**src/rtl/apuf_pkg.sv**
```systemverilog
// Shared definitions for the arbiter-PUF response sampler: default
// geometry, a width helper and the per-channel packing offset.
package apuf_pkg;

  localparam int DEF_CHANNELS    = 4;
  localparam int DEF_SYNC_STAGES = 2;
  localparam int DEF_WORD_BITS   = 8;

  // Bits needed to count 0..value-1; never less than one bit.
  function automatic int clog2(input int value);
    int w;
    w = 1;
    for (int i = 1; i < 31; i++) begin
      if ((32'd1 << i) < 32'(value)) begin
        w = i + 1;
      end else begin
        w = w;
      end
    end
    return w;
  endfunction

  // LSB position of channel c inside the packed output word.
  function automatic int chan_lsb(input int c, input int word_bits);
    return c * word_bits;
  endfunction

endpackage

```
**src/rtl/apuf_resp_sampler_if.sv**
```systemverilog
// Readout handshake between the response sampler (master) and the
// challenge/readout controller (slave).
interface apuf_resp_sampler_if
  import apuf_pkg::*;
#(
  parameter int CHANNELS  = DEF_CHANNELS,
  parameter int WORD_BITS = DEF_WORD_BITS
);

  logic [CHANNELS*WORD_BITS-1:0] out_data;
  logic                          out_valid;
  logic                          out_ready;

  modport master (
    output out_data,
    output out_valid,
    input  out_ready
  );

  modport slave (
    input  out_data,
    input  out_valid,
    output out_ready
  );

endinterface

```
**src/rtl/apuf_sync.sv**
```systemverilog
// One-bit multi-flop synchroniser for a raw arbiter output. Only a
// plain shift chain: no filtering, so a change on d shows up on q
// after SYNC_STAGES rising edges.
module apuf_sync #(
  parameter int SYNC_STAGES = 2
) (
  input  logic clk,
  input  logic rst_n,
  input  logic d,
  output logic q
);

  logic [SYNC_STAGES-1:0] sync_r;

  // Shift the asynchronous input through the synchroniser chain.
  always_ff @(posedge clk or negedge rst_n) begin
    if (!rst_n) begin
      sync_r <= {SYNC_STAGES{1'b0}};
    end else begin
      sync_r <= {sync_r[SYNC_STAGES-2:0], d};
    end
  end

  assign q = sync_r[SYNC_STAGES-1];

endmodule

```
**src/rtl/apuf_resp_sampler.sv**
```systemverilog
// Multi-channel arbiter-PUF response sampler: synchronises each arbiter
// output, packs WORD_BITS strobed samples per channel (LSB = first
// sample) and offers the finished word on a valid/ready handshake.
// Sampling never stalls; a word completing while an older one is still
// unread is dropped and flagged on the sticky overflow output.
module apuf_resp_sampler
  import apuf_pkg::*;
#(
  parameter int CHANNELS    = DEF_CHANNELS,
  parameter int SYNC_STAGES = DEF_SYNC_STAGES,
  parameter int WORD_BITS   = DEF_WORD_BITS
) (
  input  logic                         clk,
  input  logic                         rst_n,
  input  logic [CHANNELS-1:0]          arb_in,
  input  logic                         sample_en,
  input  logic                         clear,
  apuf_resp_sampler_if.master          out_if,
  output logic                         overflow,
  output logic [clog2(WORD_BITS)-1:0]  sample_cnt
);

  localparam int CNT_W  = clog2(WORD_BITS);
  localparam int DATA_W = CHANNELS * WORD_BITS;
  localparam logic [CNT_W-1:0] LAST_IDX = CNT_W'(WORD_BITS - 1);

  logic [CHANNELS-1:0] sync_q_s;

  logic [DATA_W-1:0]   acc_r;
  logic [DATA_W-1:0]   acc_ins_s;
  logic [DATA_W-1:0]   acc_nxt_s;
  logic [DATA_W-1:0]   data_r;
  logic [DATA_W-1:0]   data_nxt_s;
  logic [CNT_W-1:0]    cnt_r;
  logic [CNT_W-1:0]    cnt_nxt_s;
  logic                valid_r;
  logic                valid_nxt_s;
  logic                ovf_r;
  logic                ovf_nxt_s;
  logic                capture_s;
  logic                complete_s;
  logic                accept_s;

  for (genvar c = 0; c < CHANNELS; c++) begin : g_sync
    apuf_sync #(
      .SYNC_STAGES (SYNC_STAGES)
    ) u_sync (
      .clk   (clk),
      .rst_n (rst_n),
      .d     (arb_in[c]),
      .q     (sync_q_s[c])
    );
  end

  // Accumulator with the current synchronised sample written at bit
  // position cnt_r of every channel slice.
  always_comb begin
    acc_ins_s = acc_r;
    for (int c = 0; c < CHANNELS; c++) begin
      acc_ins_s[chan_lsb(c, WORD_BITS) + int'(cnt_r)] = sync_q_s[c];
    end
  end

  // Capture, completion, handshake and overflow next-state decode.
  always_comb begin
    capture_s   = sample_en & ~clear;
    complete_s  = capture_s & (cnt_r == LAST_IDX);
    accept_s    = valid_r & out_if.out_ready;
    acc_nxt_s   = acc_r;
    cnt_nxt_s   = cnt_r;
    data_nxt_s  = data_r;
    valid_nxt_s = valid_r;
    ovf_nxt_s   = ovf_r;

    // clear beats a coincident strobe; the sample is simply lost
    if (clear) begin
      acc_nxt_s = {DATA_W{1'b0}};
      cnt_nxt_s = {CNT_W{1'b0}};
    end else if (complete_s) begin
      acc_nxt_s = {DATA_W{1'b0}};
      cnt_nxt_s = {CNT_W{1'b0}};
    end else if (capture_s) begin
      acc_nxt_s = acc_ins_s;
      cnt_nxt_s = cnt_r + CNT_W'(1);
    end else begin
      acc_nxt_s = acc_r;
      cnt_nxt_s = cnt_r;
    end

    // a completion may refill the slot in the same cycle it is read
    if (complete_s && (!valid_r || out_if.out_ready)) begin
      data_nxt_s  = acc_ins_s;
      valid_nxt_s = 1'b1;
    end else if (accept_s) begin
      valid_nxt_s = 1'b0;
    end else begin
      valid_nxt_s = valid_r;
    end

    if (clear) begin
      ovf_nxt_s = 1'b0;
    end else if (complete_s && valid_r && !out_if.out_ready) begin
      ovf_nxt_s = 1'b1;
    end else begin
      ovf_nxt_s = ovf_r;
    end
  end

  // State and output registers.
  always_ff @(posedge clk or negedge rst_n) begin
    if (!rst_n) begin
      acc_r   <= {DATA_W{1'b0}};
      cnt_r   <= {CNT_W{1'b0}};
      data_r  <= {DATA_W{1'b0}};
      valid_r <= 1'b0;
      ovf_r   <= 1'b0;
    end else begin
      acc_r   <= acc_nxt_s;
      cnt_r   <= cnt_nxt_s;
      data_r  <= data_nxt_s;
      valid_r <= valid_nxt_s;
      ovf_r   <= ovf_nxt_s;
    end
  end

  assign out_if.out_data  = data_r;
  assign out_if.out_valid = valid_r;
  assign overflow         = ovf_r;
  assign sample_cnt       = cnt_r;

endmodule

```
**src/flat_wrapper.sv**
```systemverilog
// flat-port wrapper written by rule: the top's interface ports become plain ports
module apuf_resp_sampler_flat import apuf_pkg::*;
#(
  parameter int CHANNELS    = DEF_CHANNELS,
  parameter int SYNC_STAGES = DEF_SYNC_STAGES,
  parameter int WORD_BITS   = DEF_WORD_BITS
)
  (clk, rst_n, arb_in, sample_en, clear, overflow, sample_cnt, out_if_out_data, out_if_out_valid, out_if_out_ready);
  apuf_resp_sampler_if #(.CHANNELS(CHANNELS), .WORD_BITS(WORD_BITS)) out_if_i ();
  input  logic clk;
  input  logic rst_n;
  input  logic [CHANNELS-1:0] arb_in;
  input  logic sample_en;
  input  logic clear;
  output logic overflow;
  output logic [clog2(WORD_BITS)-1:0] sample_cnt;
  output wire logic [$bits(out_if_i.out_data)-1:0] out_if_out_data;
  output wire logic [$bits(out_if_i.out_valid)-1:0] out_if_out_valid;
  input wire logic [$bits(out_if_i.out_ready)-1:0] out_if_out_ready;
  assign out_if_out_data = out_if_i.out_data;
  assign out_if_out_valid = out_if_i.out_valid;
  assign out_if_i.out_ready = out_if_out_ready;
  apuf_resp_sampler #(.CHANNELS(CHANNELS), .SYNC_STAGES(SYNC_STAGES), .WORD_BITS(WORD_BITS)) u_core (.clk(clk), .rst_n(rst_n), .arb_in(arb_in), .sample_en(sample_en), .clear(clear), .out_if(out_if_i), .overflow(overflow), .sample_cnt(sample_cnt));
endmodule
```
**config.mk**
```make
export PLATFORM = sky130hd
export DESIGN_NAME = apuf_resp_sampler_flat
export DESIGN_NICKNAME = d
export VERILOG_FILES = /design/src/rtl/apuf_pkg.sv /design/src/rtl/apuf_resp_sampler_if.sv /design/src/rtl/apuf_sync.sv /design/src/rtl/apuf_resp_sampler.sv /design/src/flat_wrapper.sv
export SDC_FILE = /design/constraint.sdc
export NUM_CORES = 1
export LEC_CHECK = 0
export CAP_MARGIN = 15
export CORE_MARGIN = 5
export CORE_UTILIZATION = 49
export CTS_CLUSTER_DIAMETER = 200
export CTS_CLUSTER_SIZE = 25
export DETAILED_ROUTE_END_ITERATION = 10
export PLACE_DENSITY_LB_ADDON = 0.08
export SYNTH_ARGS = -nofsm -noshare
export SYNTH_HDL_FRONTEND = slang
export SYNTH_HIERARCHICAL = 1
export SYNTH_SLANG_ARGS = --single-unit
```
**constraint.sdc**
```tcl
create_clock -name clk -period 1.5 [get_ports clk]
set_input_delay 0.375 -clock clk [delete_from_list [all_inputs] [get_ports clk]]
set_output_delay 0.375 -clock clk [all_outputs]
set_load 0.005 [all_outputs]
```
==> impl_metrics.yaml, run 1 <==
die:
  coreArea_sq_mm: 0.00714
  io_pins: 46
  row_count: 31
  start_util_pct: 49.5
  die_h_microns: 94.9
  die_w_microns: 94.9
  die_area_sq_mm: 0.00901
routing:
  vias: 2681
  ant_nets: 0
  dr.first_iter.drc_count: 105
  wirelength_microns: 9230
  route.detailed.drc: 0
  firstDrtPassIters: 5
  viasPerCell: 5.51
  avgRoutedWirePerCell_microns: 19.0
timing:
  worst_slack_ns: -0.245
  worst_pin_slew_ns: 0.412
  setup_viol: 65
  slew_viol_final: 0
  fin_worst_skew_ns: 0.00938
  fin_crit_sh_pct: 116
  fmaxAchievable_mhz: 573
  fin_crit_ns: 1.74
  rsz0062_at_grt: "true"
  hold_viol: 0
  tns_ns: -8.95
  maxSlewHeadroom_pct: 72.4
power_and_ir_drop:
  vdd_ir_drop_max_mv: 0.702
  p_int_mw: 3.16
  pwr-share-clk_pct: 37.8
  switching_share_pct: 24.8
  powerDensity_mw_per_mm2: 789
  power_frac_seq_pct: 50.9
  p_leak_nw: 2.64
  power_switching_mw: 1.04
  power_mw: 4.20
  pwr-share-comb_pct: 11.3
synthesis:
  synth_warnings: 6
  ys_ff_latch: 77
  yosysTopAreaCell: "dfrtp_1"
  syn_area_sq_mm: 0.00353
  ys_top_cells_by_area: "dfrtp_1, mux2_2, nand2_1"
  synth_top_area_share_pct: 54.5
  syn_avg_cell_area_sq_um: 12.9
  seq_area_frac_synth_pct: 54.5
  synth_cell_types: 35
  synth_fp_nets: 286
  syn_inst: 275
layout:
  syn_to_final_growth_pct: 50.6
  final_common_cell: "dfrtp_1"
  fin_nets: 394
  final_layout_size_suffix_gt1_share_pct: 52.1
  fill_cells: 501
  layout_common_cells: "dfrtp_1, mux2_4, buf_4"
  n_antenna_cell: 0
flow_run:
  cap_violations: 0
run_status:
  status: "finished with violations"
  violations: "setup timing"
cts:
  clkTransAtPathRegs_ns: 0.08
  clock-root-buffer: "clkbuf_8"
  clkLatencyLatePin_ns: 0.35
  cts_max_path_buffers: 2
  htree_levels: 3
  numClockSinks: 77
  cts_tree: "done"
  cts_buffers: 9
place:
  globalplace.congestion: 0.814
  post-place-ws_ns: -0.408
  place_hpwl_microns: 5710
  port_buffers: 45
worst_setup_path:
  worstPathRequired_ns: 1.74
  crit_arrival_ns: 1.99
  cp-end-kind: "flop"
  crit_start: "u_core/sample_cnt[1]$_DFFE_PN0P_"
  crit_path_max_fanout: 15
  crit_type: "reg -> reg"
  crit_path_start_kind: "flop"
  reg2reg_from: "u_core/sample_cnt[1]$_DFFE_PN0P_"
hold_path:
  worstHoldStart: "u_core/g_sync[0].u_sync/sync_r[0]$_DFF_PN0_"
  min_path_type: "reg -> reg"
global_routing:
  grt_overflow: 0
  track_usage_pct: 22.3
  grt_pass1_vias: 2864
  grt_pass1_wl_microns: 14900
  antenna_found_initial: 0
  grt_max_degree: 28
[Yosys cell counts, drive strengths merged]
master    n
nand2    30
a31o      1
inv       1
nand3b    8
o2bb2ai   9
buf      10
clkinv    2
o21bai    1
dfrtp    77
nor3      3
a31oi     1
a21o      1
nand3    14
o21a      4
mux2     64
nor3b     7
ha        2
nor2      7
a32o      3
clkbuf    4
nor2b     1
a21oi     5
mux2i     1
o21ai    16
o32ai     3
[timing repair]
item,in CTS,in global routing
gates resized for setup,153,26
cloned,1,0
endpoints found under the hold margin,24,0
setup buffers,20,4
hold buffers,1,0
endpoints found under the setup margin,102,68
pin swaps,15,8
[stage by stage]
stage	util [%]	cell area (sq um)	instances	hold WS, ns
2_1_floorplan	-	3580	275	0.0794
3_3_place_gp	63.1	4500	451	0.332
3_5_place_dp	63.1	4500	451	0.336
4_1_cts	73.8	5260	488	0.354
5_1_grt	74.6	5320	487	0.361
6_report	74.6	5320	487	0.351
[flip-flops by register name, summed over array words and instances, names as in the netlist]
register and cells:
u_core/sample_cnt 3, u_core/acc_r 32, u_core/overflow 1, u_core/out_if.out_valid 1, u_core/g_sync.u_sync/sync_r 8, u_core/out_if.out_data 32
[routing by layer]
layer  track usage (%)  up-vias  wire (microns)
met3              3.51       16             424
li1                  -     1215               -
met1              29.8     1378            4180
met5                 0        -               0
met2              35.4       72            4460
met4              10.6        0             168
[worst max-delay path, cell delays in order, from the launching register on]
cell and delay (ns):
dfrtp_1 0.38, ha_2 0.20, ha_4 0.17, nand2_4 0.06, nor3_4 0.17, buf_6 0.15, buf_12 0.16, mux2_2 0.34
[final cells by class]
| type | instances | area [sq um] | area share (%) |
|---|---|---|---|
| Sequential cell | 77 | 1930 | 36.2 |
| Multi-Input combinational cell | 181 | 1980 | 37.1 |
| Clock buffer | 11 | 141 | 2.66 |
| Timing Repair Buffer | 111 | 1080 | 20.3 |
| Clock inverter | 5 | 60.1 | 1.13 |
| Inverter | 3 | 13.8 | 0.259 |
| Tap cell | 99 | 124 | 2.33 |
[power groups by stage]
stage                     Sequential [mW]  Combinational (mW)  Clock [mW]
after global placement               2.17               0.382           0
after detailed placement             2.18               0.388           0
final                                2.14               0.475        1.59
after floorplan                      2.16               0.181           0
after CTS                            2.14               0.462        1.64
after global routing                 2.14               0.511        1.72
[kinds of logic after synthesis]
kind of cell / synth area share [%]
muxes: 20.7
and+or+nand+nor: 12.7
AOI/OAI and AO/OA: 8.50
adders and majority gates: 0.708
buffers and inverters: 2.87
DFF: 54.5
[final timing paths]
| kind | cells past startpoint | slack [ns] | endpoint |
|---|---|---|---|
| max in group asynchronous | 3 | 0.52 | u_core/acc_r[0]$_DFFE_PN0P_ |
| setup / recovery | 7 | -0.24 | u_core/out_if.out_data[4]$_DFFE_PN0P_ |
| hold reg to reg | 0 | 0.35 | u_core/g_sync[0].u_sync/sync_r[1]$_DFF_PN0_ |
| min in group asynchronous | 2 | 0.50 | u_core/sample_cnt[2]$_DFFE_PN0P_ |
| hold / removal | 0 | 0.35 | u_core/g_sync[0].u_sync/sync_r[1]$_DFF_PN0_ |
| setup reg to reg | 7 | -0.24 | u_core/out_if.out_data[4]$_DFFE_PN0P_ |
Power figures use the tool's default switching activity.
==> run 2: changes to the inputs <==
--- a/config.mk
+++ b/config.mk
@@ -11,7 +11,9 @@
 export CTS_CLUSTER_DIAMETER = 200
 export CTS_CLUSTER_SIZE = 25
 export DETAILED_ROUTE_END_ITERATION = 10
+export GPL_TIMING_DRIVEN = 0
 export PLACE_DENSITY_LB_ADDON = 0.08
+export SETUP_SLACK_MARGIN = 0.15
 export SYNTH_ARGS = -nofsm -noshare
 export SYNTH_HDL_FRONTEND = slang
 export SYNTH_HIERARCHICAL = 1
==> run 2 against run 1 <==
Compared with the run above: the flow still finishes with violations (setup timing); sequential share of layout area increased by 1.1 points; via count is 1.9% lower; critical endpoint is now u_core/out_if.out_data[28]$_DFFE_PN0P_; clock skew up 0.0011 ns; routed wire length rose by 2.2%; largest cell class is now sequential cells; global-route usage is 0.69 points lower; non-clock buffer count shrank 5; hold slack got worse by 0.0012 ns.
==> impl_metrics.yaml, run 2 (synthesis gave the netlist of run 1 again) <==
run_status:
  status: "finished with violations"
  violations: "setup timing"
hold_path:
  min_path_type: "reg -> reg"
  whs_endpoint: "u_core/g_sync[0].u_sync/sync_r[1]$_DFF_PN0_"
  hold_depth: 0
  worstHoldStart: "u_core/g_sync[0].u_sync/sync_r[0]$_DFF_PN0_"
timing:
  fmaxAchievable_mhz: 562
  fin_worst_skew_ns: 0.0105
  fin_crit_ns: 1.78
  setup_viol: 66
  worst_slack_ns: -0.279
  fin_crit_sh_pct: 119
  hold_viol: 0
  slew_viol_final: 0
  worst_pin_slew_ns: 0.487
  maxSlewHeadroom_pct: 67.6
  rsz0062_at_grt: "true"
layout:
  syn_to_final_growth_pct: 46.3
  final_common_cell: "dfrtp_1"
  n_antenna_cell: 0
  layout_common_cells: "dfrtp_1, mux2_2, mux2_4, nand2_1, buf_4"
  final_util_pct: 72.4
  fin_nets: 389
  multiInputGateArea_sq_mm: 0.00187
  final-seq-area_sq_mm: 0.00193
  fill_cells: 504
  final_layout_size_suffix_gt1_share_pct: 55.9
  final_cells: 482
cts:
  htree_levels: 3
  clkTransAtPathRegs_ns: 0.08
  cts_max_path_buffers: 2
  numClockSinks: 77
  cts_buffers: 9
  cts_tree: "done"
  clkLatencyLatePin_ns: 0.35
  clock-root-buffer: "clkbuf_8"
worst_setup_path:
  cp-end-kind: "flop"
  r2r_setup_slack_ns: -0.28
  crit_arrival_ns: 2.01
  reg2reg_depth: 6
  r2r_end: "u_core/out_if.out_data[28]$_DFFE_PN0P_"
  reg2reg_from: "u_core/sample_cnt[1]$_DFFE_PN0P_"
  crit_type: "reg -> reg"
  crit_path_max_fanout: 9
  worstPathRequired_ns: 1.73
  crit_path_start_kind: "flop"
routing:
  ant_nets: 0
  viasPerCell: 5.45
  vias: 2629
  wirelength_microns: 9440
  dr.first_iter.drc_count: 157
  route.detailed.drc: 0
  avgRoutedWirePerCell_microns: 19.6
  firstDrtPassIters: 4
power_and_ir_drop:
  p_leak_nw: 2.48
  p_int_mw: 3.44
  vdd_ir_drop_max_mv: 0.552
  power_frac_seq_pct: 47.4
  switching_share_pct: 23.5
  powerDensity_mw_per_mm2: 870
  pwr-share-clk_pct: 42.2
  pwr-share-comb_pct: 10.4
  power_switching_mw: 1.06
place:
  dp.cells: 419
  port_buffers: 44
  globalplace.congestion: 0.832
  post-place-ws_ns: -0.589
  place_hpwl_microns: 5100
die:
  die_h_microns: 94.9
  io_pins: 46
  row_count: 31
  die_area_sq_mm: 0.00901
  die_w_microns: 94.9
  start_util_pct: 49.5
  coreArea_sq_mm: 0.00714
global_routing:
  antenna_found_initial: 0
  track_usage_pct: 21.6
  grt_pass1_vias: 2711
  grt_overflow: 0
  grt_pass1_wl_microns: 14500
  grt_max_degree: 43
flow_run:
  cap_violations: 0
## run 2: cell types whose count changed in the layout (fill, tap and decap cells not counted), sizes merged
cell / change
clkbuf: +25
clkdlybuf4s50: -1
clkdlybuf4s15: +14
bufbuf: +1
buf: -12
dlygate4sd2: -33
clkinv: -1
bufinv: +2
## run 2: power groups by stage
stage	Clock, mW	Sequential [mW]	Combinational, mW
global route	2.03	2.14	0.500
floorplan	0	2.16	0.181
finish	1.90	2.13	0.467
CTS	1.92	2.13	0.432
detailed placement	0	2.17	0.303
global placement	0	2.17	0.298
## run 2: area by class of cell
type / count / share of cell area [%]
Multi-Input combinational cell: 181 / 36.1
Clock inverter: 6 / 2.15
Sequential cell: 77 / 37.3
Inverter: 3 / 0.218
Buffer: 14 / 2.90
Clock buffer: 10 / 2.47
Timing Repair Buffer: 92 / 16.5
Tap cell: 99 / 2.40
## run 2: what timing repair did
action	CTS	global route
resized for setup	160	53
hold buffers	1	0
endpoints found under the hold margin	23	0
setup endpoints to repair	103	93
pin swaps	16	17
cloned	3	1
buffers inserted	30	12
## run 2: critical path: stages, from the launching register on
cell,delay (ns)
dfrtp_1,0.39
buf_4,0.14
buf_12,0.14
nor3b_4,0.23
buf_12,0.16
mux2_2,0.34
mux2_4,0.26
## run 2: through the flow
step / hold WS [ns] / instance area, sq um / TNS (ns) / power (mW)
after floorplan: 0.0794 / 3580 / -4.17 / 2.35
after global placement: 0.332 / 4150 / -237.96 / 2.47
after detailed placement: 0.336 / 4170 / -28.31 / 2.48
after CTS: 0.354 / 5040 / -11.66 / 4.49
after global routing: 0.360 / 5170 / -18.10 / 4.66
final: 0.350 / 5170 / -13.67 / 4.50
## run 2: worst max path at each step
stage | startpoint | endpoint | slack (ns) | cells after the start
after floorplan | u_core/sample_cnt[0]$_DFFE_PN0P_ | u_core/out_if.out_data[17]$_DFFE_PN0P_ | -0.15 | 4
after global placement | rst_n | u_core/g_sync[0].u_sync/sync_r[0]$_DFF_PN0_ | -2.73 | 1
after detailed placement | sample_en | u_core/out_if.out_data[26]$_DFFE_PN0P_ | -0.59 | 5
after CTS | u_core/sample_cnt[1]$_DFFE_PN0P_ | u_core/out_if.out_data[14]$_DFFE_PN0P_ | -0.28 | 7
after global routing | sample_en | u_core/acc_r[23]$_DFFE_PN0P_ | -0.34 | 4
final | u_core/sample_cnt[1]$_DFFE_PN0P_ | u_core/out_if.out_data[28]$_DFFE_PN0P_ | -0.28 | 6
## run 2: per-layer routing
metal | part of all wire (%) | wire (microns) | GRT usage, % | vias to the layer above
met5 | 0 | 0 | 0 | -
met4 | 1.3 | 119 | 9.01 | 0
met3 | 4.2 | 398 | 3.90 | 12
met2 | 49 | 4590 | 32.8 | 70
met1 | 46 | 4330 | 30.4 | 1342
li1 | - | - | - | 1205
==> RTL change 1, RTL diff (flow settings as in run 2) <==
`DEF_CHANNELS`: 4 -> 3.
--- a/src/rtl/apuf_pkg.sv
+++ b/src/rtl/apuf_pkg.sv
@@ -2,7 +2,7 @@
 // geometry, a width helper and the per-channel packing offset.
 package apuf_pkg;
 
-  localparam int DEF_CHANNELS    = 4;
+  localparam int DEF_CHANNELS    = 3;
   localparam int DEF_SYNC_STAGES = 2;
   localparam int DEF_WORD_BITS   = 8;
 
Interface: changed (resized arb_in and out_if_out_data); port bits go from 46 to 37. The function was not compared with the original's and may differ.
==> RTL change 1 against run 2 <==
  * The run still ends with negative setup slack left
  * Via count decreased by 20%
  * Routed wire length decreased by 23%
  * Combinational power decreased by 13%
  * Worst setup slack improved by 0.015 ns
  * Total power decreased by 20%
  * Critical path depth increased by 2
  * Sequential cell count decreased by 18
  * Cell count decreased by 19%
  * Die area decreased by 16%
  * Design area decreased by 18%
  * Synthesized cell count decreased by 17%
  * Highest routed layer unchanged
  * Synthesized area decreased by 18%
==> RTL change 1: results (changes against run 2) <==
| Metric | Value |
|---|---|
| Fin Setup TNS | `-9.44 ns (was -13.67 ns)` |
| Final setup margin | `-0.264 ns (was -0.279 ns)` |
| M2 GR Usage | `30.8% (was 32.8%)` |
| RR Endpoint | `u_core/acc_r[4] (was u_core/out_if.out_data[28])` |
| Initial antenna violation count | `0 (unchanged)` |
| Cells after Synth | `227 (was 275)` |
| Pre-CTS WS | `-0.622 ns (was -0.589 ns)` |
| Global Route met3 Usage | `6.05% (was 3.90%)` |
| Fillcell total | `409 (was 504)` |
| Final Setup Violations | `51 (was 66)` |
| Placed cells | `339 (was 419)` |
| Hpwl dp | `4220 um (was 5100 um)` |
| Cells on worst reg2reg path | `8 (was 6)` |
| Synth area leaders | `dfrtp_1, mux2_2, nand2b_1 (was dfrtp_1, mux2_2, nand2_1)` |
| Vias in the first global route | `2223 (was 2711)` |
| Placed inst area | `3450 sq um (was 4170 sq um)` |
| First-pass GRT wire length | `11900 um (was 14500 um)` |
| Hold slack | `0.127 ns (was 0.350 ns)` |
| Max_cap viols | `0 (unchanged)` |
| Routed WL | `7220 um (was 9440 um)` |
| Violated checks | `negative setup slack (unchanged)` |
| Nets@finish | `322 (was 389)` |
| Worst Skew | `0.00922 ns (was 0.0105 ns)` |
| Final Non-Filler Cells | `392 (was 482)` |
| Layout cells sized above 1 | `53.3% (was 55.9%)` |
| Net count after synthesis | `237 (was 286)` |
| Crit Path Max Fanout | `6 (was 9)` |
| Placer Congestion | `0.761 (was 0.832)` |
| Slew margin rel. | `45.1% (was 67.6%)` |
| Gr usage total | `20.8% (was 21.6%)` |
| M1 GR Usage | `29.3% (was 30.4%)` |
| Register area share after synthesis | `50.8% (was 54.5%)` |
| Drt initial violations | `125 (was 157)` |
| Status | `complete, but fails checks (unchanged)` |
| Port bufs | `36 (was 44)` |
| Peak VDD IR | `632 uV (was 552 uV)` |
| Drt via density | `5.40 (was 5.45)` |
| Synth cell types | `37 (was 35)` |
| Maximum number of pins on one net before global-route repair | `36 (was 43)` |
| Tightest Hold Check Type | `input port to async pin (was flip-flop to flip-flop)` |
RTL change 1: changes by cell type after synthesis, moves of 7 or more:
cell,change
nand2b_1,+22
nand2_1,-19
dfrtp_1,-18
mux2_2,-14
o21ai_0,-13
o2bb2ai_1,-9
o22ai_1,+8
nand3_1,-7
o32ai_1,+7
RTL change 1: layout make-up:
| class | count | area share [%] |
|---|---|---|
| inverters | 1 | 0.178 |
| plain buffers | 16 | 3.30 |
| clock buffers | 10 | 3.03 |
| flip-flops and latches | 59 | 35.0 |
| clock inverters | 6 | 1.90 |
| repair buffers | 74 | 16.0 |
| multi-input cells | 151 | 38.4 |
| well taps | 75 | 2.23 |
RTL change 1: worst max-delay path, cell delays in order (launching register included):
cell and delay (ns):
dfrtp_1 0.41, ha_2 0.21, ha_4 0.18, buf_6 0.13
buf_6 0.11, buf_8 0.12, and3b_2 0.29, nand2_2 0.07
o22ai_2 0.16
RTL change 1: routing by layer:
layer,wire length [um],part of all wire [%]
met1,3460,48
met3,280,3.9
met5,0,0
met4,185,2.6
met2,3290,46
RTL change 1: cells by family after synthesis:
logic type | after synthesis | synth area share (%)
multiplexers | 52 | 20.0
AO/OA/AOI/OAI | 37 | 9.38
AND/OR/NAND/NOR | 59 | 15.2
adder cells (fa/ha/maj) | 2 | 0.860
flip-flops | 59 | 50.8
buffers and inverters | 17 | 3.44
XOR/XNOR | 1 | 0.301
RTL change 1: report_power, final:
part / internal (mW) / switching, mW
Sequential: 1.62 / 0.0170
Clock: 0.924 / 0.640
Combinational: 0.191 / 0.216
Total: 2.73 / 0.873
RTL change 1: what timing repair did:
item,4_1_cts,5_1_grt
setup endpoints to repair,82,67
cloned,2,0
pin swaps,25,12
resized for setup,123,33
buffers inserted,26,9
==> RTL change 2, RTL diff (config.mk and constraints of run 2) <==
Without the edit above. Register the output `sample_cnt` once more, without a reset; this adds one clock of latency there. The other outputs are not delayed to match.
--- a/src/rtl/apuf_resp_sampler.sv
+++ b/src/rtl/apuf_resp_sampler.sv
@@ -126,7 +126,9 @@
   assign out_if.out_data  = data_r;
   assign out_if.out_valid = valid_r;
   assign overflow         = ovf_r;
-  assign sample_cnt       = cnt_r;
+  always_ff @(posedge clk) begin
+    sample_cnt <= cnt_r;
+  end
 
 endmodule
 
Check against the original RTL: not equivalent (a bounded check fails within 4 cycles, from zero or initial values and one cycle with rst_n low).
==> RTL change 2 against run 2 <==
  * The flow still finishes with violations (negative setup slack)
  * Worst hold slack better by 0.0030 ns
  * Worst setup slack better by 0.018 ns
  * Routed wire length is 3.4% lower
  * Sequential cell count is 3 higher
  * Total power is 6.4% higher
  * Synthesized cell count is 1.1% higher
  * Design area is 1.7% lower
  * Synthesized area is 1.7% higher
  * Non-clock buffer count is 9 lower
  * Clock skew is 0.00073 ns higher
  * Sequential share of layout area is 1.8 points higher
  * Sequential power is 4% higher
  * Count of clock-buffer cells in the layout is 1 higher
  * Highest routed layer unchanged
==> RTL change 2: results (changes against run 2) <==
| Metric | Value |
|---|---|
| Status | `complete, but fails checks (unchanged)` |
| Violated checks | `negative setup slack (unchanged)` |
| Fin Setup TNS | `-12.56 ns (was -13.67 ns)` |
| Critical Path Sink | `u_core/acc_r[28] (was u_core/out_if.out_data[28])` |
| Power Density | `942 nW/um^2 (was 870 nW/um^2)` |
| Nets@finish | `383 (was 389)` |
| Compound-Gate Fraction of Synth Area | `8.35% (was 8.50%)` |
| Fraction of registers with async set/reset | `96.3% (was 100%)` |
| Hpwl dp | `5070 um (was 5100 um)` |
| Seq group | `2.22 mW (was 2.13 mW)` |
| Largest delay contributor family on the critical path | `buffers and inverters (was multiplexers)` |
| Placer Congestion | `0.860 (was 0.832)` |
| Worst Skew | `0.0112 ns (was 0.0105 ns)` |
| Hold slack | `0.353 ns (was 0.350 ns)` |
| Crit Path Max Fanout | `8 (was 9)` |
| Register area share after synthesis | `55.3% (was 54.5%)` |
| Placed inst area | `4220 sq um (was 4170 sq um)` |
| Vias in the first global route | `2749 (was 2711)` |
| Pre-CTS WS | `-0.613 ns (was -0.589 ns)` |
| Slew margin rel. | `66.5% (was 67.6%)` |
| Maximum number of pins on one net before global-route repair | `57 (was 43)` |
| Gr usage total | `20.9% (was 21.6%)` |
| First-pass GRT wire length | `14200 um (was 14500 um)` |
| Vias | `2634 (was 2629)` |
| Peak VDD IR | `669 uV (was 552 uV)` |
| Share of the synthesized area in the top cell type | `53.6% (was 54.5%)` |
| Worst EP arrival | `2.04 ns (was 2.01 ns)` |
| Final Setup Violations | `66 (unchanged)` |
| Crit path launch | `u_core/cnt_r[1] (was u_core/sample_cnt[1])` |
| Final setup margin | `-0.261 ns (was -0.279 ns)` |
| Post-synthesis mux area share | `20.3% (was 20.7%)` |
| Leak Pwr | `2.45 nW (was 2.48 nW)` |
| Net count after synthesis | `289 (was 286)` |
| Routed WL | `9120 um (was 9440 um)` |
| Synth area leaders | `dfrtp_1, mux2_2, nand2_1 (unchanged)` |
| Placed cells | `422 (was 419)` |
| P_clk | `2.11 mW (was 1.90 mW)` |
| Synth cell types | `36 (was 35)` |
## RTL change 2: cell count changes after synthesis
cell,delta
dfxtp_1,+3
## RTL change 2: timing repair
| action | in CTS | in global routing |
|---|---|---|
| pin swaps | 7 | 8 |
| setup endpoints to repair | 103 | 99 |
| hold endpoints to repair | 21 | 0 |
| resized for setup | 112 | 103 |
| hold buffers | 1 | 0 |
| setup buffers | 25 | 11 |
| cloned | 1 | 0 |
## RTL change 2: final cells by class
class / count / area (sq um)
clock inverters: 5 / 128
inverters: 3 / 11.3
flip-flops and latches: 80 / 1990
multi-input cells: 181 / 1820
well taps: 99 / 124
clock buffers: 11 / 141
fillers: 522 / 2130
repair buffers: 83 / 706
plain buffers: 14 / 165
## RTL change 2: layer usage
metal | track usage, % | wire length (um) | share of wire, % | vias up
li1 | - | - | - | 1193
met1 | 29.4 | 4280 | 47 | 1361
met2 | 31.5 | 4310 | 47 | 66
met3 | 5.60 | 386 | 4.2 | 14
met4 | 6.99 | 139 | 1.5 | 0
met5 | 0 | 0 | 0 | -
